<file path="config.mk">
export PLATFORM = sky130hd
export DESIGN_NAME = maptable
export DESIGN_NICKNAME = d
export VERILOG_FILES = /design/src/rtl/maptable.sv
export SDC_FILE = /design/constraint.sdc
export NUM_CORES = 1
export LEC_CHECK = 0
export BUFFER_PORTS_ARGS = -buffer_cell sky130_fd_sc_hd__buf_4
export CAP_MARGIN = 30
export CORE_MARGIN = 5
export CORE_UTILIZATION = 25
export DETAILED_ROUTE_END_ITERATION = 8
export GPL_ROUTABILITY_DRIVEN = 1
export PLACE_DENSITY_LB_ADDON = 0.3
export SLEW_MARGIN = 20
export SYNTH_ARGS = -nofsm -noshare
export SYNTH_HDL_FRONTEND = slang
export SYNTH_SLANG_ARGS = --single-unit
</file>
<file path="constraint.sdc">
create_clock -name clock -period 3.6 [get_ports clock]
set_clock_uncertainty 0.1 [all_clocks]
set_input_delay 0.36 -clock clock [delete_from_list [all_inputs] [get_ports clock]]
set_output_delay 0.36 -clock clock [all_outputs]
set_load 0.005 [all_outputs]
</file>
<file path="src/rtl/maptable.sv">
// Rename map table: per architectural register, the newest in-flight ROB tag
// and whether that tag has written back, with same-cycle writeback forwarding.

`ifndef ROB_TAG_LEN
`define ROB_TAG_LEN 5
`endif

package sys_defs_pkg;

    typedef struct packed {
        logic [6:0] funct7;
        logic [4:0] rs2;
        logic [4:0] rs1;
        logic [2:0] funct3;
        logic [4:0] rd;
        logic [6:0] opcode;
    } R_TYPE;

    typedef union packed {
        logic [31:0] bits;
        R_TYPE       r;
    } INST;

    typedef struct packed {
        logic [`ROB_TAG_LEN-1:0] rob_tag_val;
        logic                    rob_tag_ready;
    } MAPTABLE_PACKET;

endpackage

module maptable
    import sys_defs_pkg::*;
(
    input  logic                    clock,
    input  logic                    reset,
    input  logic                    commit,
    input  logic [4:0]              rd_commit,
    input  logic [`ROB_TAG_LEN-1:0] rob_entry_commit,
    input  INST                     inst,
    input  logic [4:0]              rd,
    input  logic [`ROB_TAG_LEN-1:0] rob_entry_in,
    input  logic [4:0]              rd_wb,
    input  logic [`ROB_TAG_LEN-1:0] rob_entry_wb,
    input  logic                    valid_wb,
    output MAPTABLE_PACKET          maptable_packet_rs1,
    output MAPTABLE_PACKET          maptable_packet_rs2
);

    localparam int TW = `ROB_TAG_LEN;

    logic [TW-1:0] tag_q [32];
    logic [TW-1:0] tag_d [32];
    logic [31:0]   rdy_q;
    logic [31:0]   rdy_d;

    logic unused_inst;
    assign unused_inst = ^{inst.r.funct7, inst.r.funct3, inst.r.rd, inst.r.opcode};

    // x0 is never tracked, so entry 0 stays tag 0 / not ready forever.
    always_comb begin
        tag_d = tag_q;
        rdy_d = rdy_q;
        if (valid_wb && rd_wb != 5'd0 && tag_q[rd_wb] == rob_entry_wb) begin
            rdy_d[rd_wb] = 1'b1;
        end
        if (commit && rd_commit != 5'd0 && tag_q[rd_commit] == rob_entry_commit) begin
            tag_d[rd_commit] = '0;
            rdy_d[rd_commit] = 1'b0;
        end
        if (rd != 5'd0) begin
            tag_d[rd] = rob_entry_in;
            rdy_d[rd] = 1'b0;
        end
    end

    always_ff @(posedge clock) begin
        if (reset) begin
            for (int i = 0; i < 32; i++) begin
                tag_q[i] <= '0;
            end
            rdy_q <= '0;
        end else begin
            tag_q <= tag_d;
            rdy_q <= rdy_d;
        end
    end

    function automatic MAPTABLE_PACKET lookup(input logic [4:0] rs);
        MAPTABLE_PACKET p;
        logic           fwd;
        p   = '0;
        fwd = valid_wb && rd_wb == rs && tag_q[rs] != '0 &&
              rob_entry_wb == tag_q[rs];
        if (rs != 5'd0) begin
            p.rob_tag_val   = tag_q[rs];
            p.rob_tag_ready = rdy_q[rs] | fwd;
        end
        return p;
    endfunction

    always_comb begin
        maptable_packet_rs1 = lookup(inst.r.rs1);
        maptable_packet_rs2 = lookup(inst.r.rs2);
    end

endmodule

</file>
* After elaboration in Yosys (flattened, before gate mapping)
Index checks and enable logic that the tools add are counted.
Cells by class: $lt $le $gt $ge 15, multiplexer cells 34, bitwise gates (word level) 14, reduce and logical (&&, ||, !) cells 22, equality and inequality tests 6
Operators by type and width (number):
- 160-bit 2-to-1 mux | 2
- 160-bit AND | 1
- 160-bit bitwise mux | 1
- 160-bit inverter | 1
- 5-bit binary-select mux with 5-bit select | 4
- 32-bit 2-to-1 mux | 3
- 32-bit AND | 2
- 32-bit inverter | 2
- 5-bit demux with 5-bit select | 2
- 5-bit 2-to-1 mux | 10
- 5-bit nonzero test | 7
- 32-bit OR | 1
- 5-bit equality test | 6
- 6-bit greater-or-equal comparator, second input constant | 5
- 5-bit by 6-bit < comparator with 1-bit output, second input constant | 5
- 5-bit inverter with 6-bit output | 5
- 1-bit demux with 5-bit select | 3
- 5-bit by 1-bit greater-or-equal comparator with 1-bit output, second input constant | 3
- 1-bit logical AND | 15
- 6-bit by 1-bit < comparator with 1-bit output, second input constant | 2
- 6-bit 2-to-1 mux | 2
- 1-bit binary-select mux with 5-bit select | 2
- 1-bit 2-to-1 mux | 5
- 1-bit OR | 2
Word-level totals: logic and storage cells 124, input port bits 66, register bits 192

* Depth between registers and ports, before layout
word-level depth 11, depth in mapped cells 13, gate-level depth less buffers 8

* Worst setup path before layout
No wires, ideal clock.
kind input to output, start in inst[15] in the netlist's numbering, end out maptable_packet_rs1[0] in the netlist's numbering, path slack 464 ps, path buffers 3, data required time 3140 ps, arrival 2676 ps, stages 10, cells stage by stage buf_2 buf_4 buf_2 mux4_2 nand4_1 nand4_1 a211oi_1 xor2_1 nand2_1 o32ai_1
RTL lines:
- from (decl) | line 39 | input INST inst,
- to (decl) | line 45 | output MAPTABLE_PACKET maptable_packet_rs1,

==> reports/metrics.yaml <==
drt:
  route.detailed.drc: 0
  drtIter0Drc: 2183
  vias: 15900
  drt-total-wl_um: 80700
  avgRoutedWirePerCell_um: 31.3
  vias_per_cell: 6.19
  drt_first_pass_iters: 7
  ant_nets: 0
cts:
  cts_tree: "done"
  clock-sinks: 192
  ctsHoldBuffers: 0
  cts_htree_levels: 4
  clkTransAtPathRegs_ns: 0.08
  cts_made_buffers: 17
  clk_latency_ns: 0.51
  cts-root-buf: "clkbuf_16"
  clk_path_buf_depth: 2
  post-cts-setup-buffers: 0
floorplanning:
  die_y_um: 252
  initial_core_util_pct: 25.3
  rows: 88
  ios: 78
  die_area_mm2: 0.0635
  fp.dieW_um: 252
  core_mm2: 0.0578
placed_design:
  dpl.cell_count: 2541
  place_area_mm2: 0.0169
  place_congestion: 1.07
  port_buffers: 55
  hpwl_um: 60900
  dp_slack_ns: -0.279
global_routing:
  grt_use_total_pct: 24.6
  grt_antenna_before_repair: 5
  grt_remaining_overflow: 0
  grt_pass1_wl_um: 113000
  grt_pass1_vias: 15100
  grt_max_degree: 102
logic_synthesis:
  synthesis.area_mm2: 0.0146
  synth-adder-area-share_pct: 0
  synth_seq_cells: 192
  synth_cell_type_count: 53
  netlist_instances: 1710
  async_reset_ff_share_pct: 0
  synthMuxAreaShare_pct: 27.0
  synth-simple-area-share_pct: 19.4
  syn_area_per_cell_um2: 8.56
  syn-num-nets: 1776
  ys_warn_count: 0
  synth-compound-area-share_pct: 21.0
  ys_seq_area_share_pct: 26.3
  synth_top_family_by_area: "multiplexers"
  synth_edf_count: 0
  synth_xor_area_share_pct: 1.50
  synth_ff_type: "dfxtp_1"
sta:
  timing.fmax_mhz: 286
  min_period_over_period_pct: 97.2
  timing.final.ws_setup_ns: 0.0995
  tightest_slew_ns: 1.09
  fin_crit_ns: 3.50
  hold_viol_final: 0
  slew_violations: 0
  slew_headroom_pct: 27.6
  grt_setup_unrepaired: "no"
  setup_viol: 0
finish:
  final_common_cell: "nand2_1"
  areaGrowthSynthToFinish_pct: 19.4
  layout_common_cells: "nand2_1, mux2i_1, buf_4"
  final_cell_count_no_fill: 2575
  fin_area_mm2: 0.0175
  fin_util_pct: 30.2
  fin_nets: 1861
  fillers: 6140
  drive_above_1_share_pct: 20.3
critical_path:
  crit_required_ns: 3.14
  crit_fanout: 5
  crit_type: "reg -> out"
  crit_arrival_ns: 3.04
  startpoint_type: "flop"
  cp-end-kind: "output port"
hold_path:
  hp-class: "in -> reg"
power:
  leakagePower_nw: 5.93
  p_per_area_mw_per_mm2: 302
  ir_worst_vdd_v: 0.000247
outcome:
  status: "finished clean"
run:
  cap_viol_max_count: 0
-- flip-flops by register name, indices dropped and copies added (netlist names) --
register  flops
tag_q       160
rdy_q        32
-- Yosys cell counts, drive strengths merged, types with 6 or more instances --
master   number  area (µm²)
xnor2         9        78.8
nor3         19         100
a221oi        7        61.3
nand4b        9        78.8
nand2b       17         106
nor4         44         288
nand3        38         190
and2          7        43.8
nand4bb       6        67.6
o211ai       85         638
mux4         80        1800
or4bb         6        67.6
or4b          8        80.1
nor2b        22         138
clkbuf       92         345
dfxtp       192        3840
o311ai       60         526
a21oi       148         741
mux2i       212        2120
o22ai        72         450
or3b          8        70.1
xor2         16         140
nor2         96         363
inv           6        22.5
a211oi        9        67.6
nand4        29         188
nand2       231         867
a31oi        23         144
a22oi        44         330
buf          71         349
-- kinds of logic (layout without fill, tap and decap cells) --
group	after synthesis	in the layout
xor+xnor	25	25
flops	192	192
compound gates	464	464
other cells	0	2
mux	294	294
simple gates	566	566
buf+inv	169	267
-- per-layer routing --
metal | vias up | wire [µm] | track usage (%)
li1 | 6822 | - | -
met1 | 7894 | 32500 | 32.5
met2 | 1060 | 35700 | 37.9
met3 | 168 | 8870 | 6.44
met4 | 4 | 3640 | 10.7
met5 | - | 28 | 0
-- area by class of cell --
cell class	instances	area [µm²]	share of cell area [%]
Tap cell	765	957	5.47
Sequential cell	192	3840	22.0
Multi-Input combinational cell	1349	10100	57.8
Clock inverter	13	164	0.937
Inverter	6	22.5	0.129
Clock buffer	19	443	2.53
Antenna cell	2	5.00	0.0286
Timing Repair Buffer	229	1940	11.1
-- worst paths after layout --
path	start	to	slack, ns	cells after the start
setup / recovery	tag_q[1]	maptable_packet_rs2[0]	0.1	7
hold / removal	reset	tag_q[157]	0.24	2
setup reg to reg	tag_q[145]	tag_q[150]	0.14	13
hold reg to reg	rdy_q[17]	rdy_q[17]	0.41	2
-- critical path, stage by stage, from the launching register on --
cell	delay [ns]
dfxtp_1	0.42
mux4_2	0.51
mux4_2	0.54
mux2_2	0.35
a41oi_1	0.17
mux2i_1	0.09
o32ai_1	0.30
buf_4	0.16
-- repair_timing --
action / in CTS / in global routing
cloned: 0 / 0
pin swaps: 0 / 1
endpoints found under the hold margin: 0 / 0
setup endpoints to repair: 1 / 1
gates resized for setup: 1 / 2
-- power breakdown --
part / switching [mW] / leakage (nW) / internal, mW
Clock: 1.05 / 0.294 / 1.02
Sequential: 0.0391 / 1.55 / 2.14
Combinational: 0.671 / 4.09 / 0.362
Total: 1.76 / 5.93 / 3.52
-- through the flow --
step / hold slack (ns) / power [mW] / setup TNS (ns)
floorplan: 0.351 / 2.76 / 0
global route: 0.266 / 5.41 / 0
global placement: 0.380 / 3.23 / -13.61
CTS: 0.219 / 5.29 / 0
detailed placement: 0.391 / 3.23 / -17.61
finish: 0.245 / 5.28 / 0
Note: power is estimated with default switching activity, not from simulation.
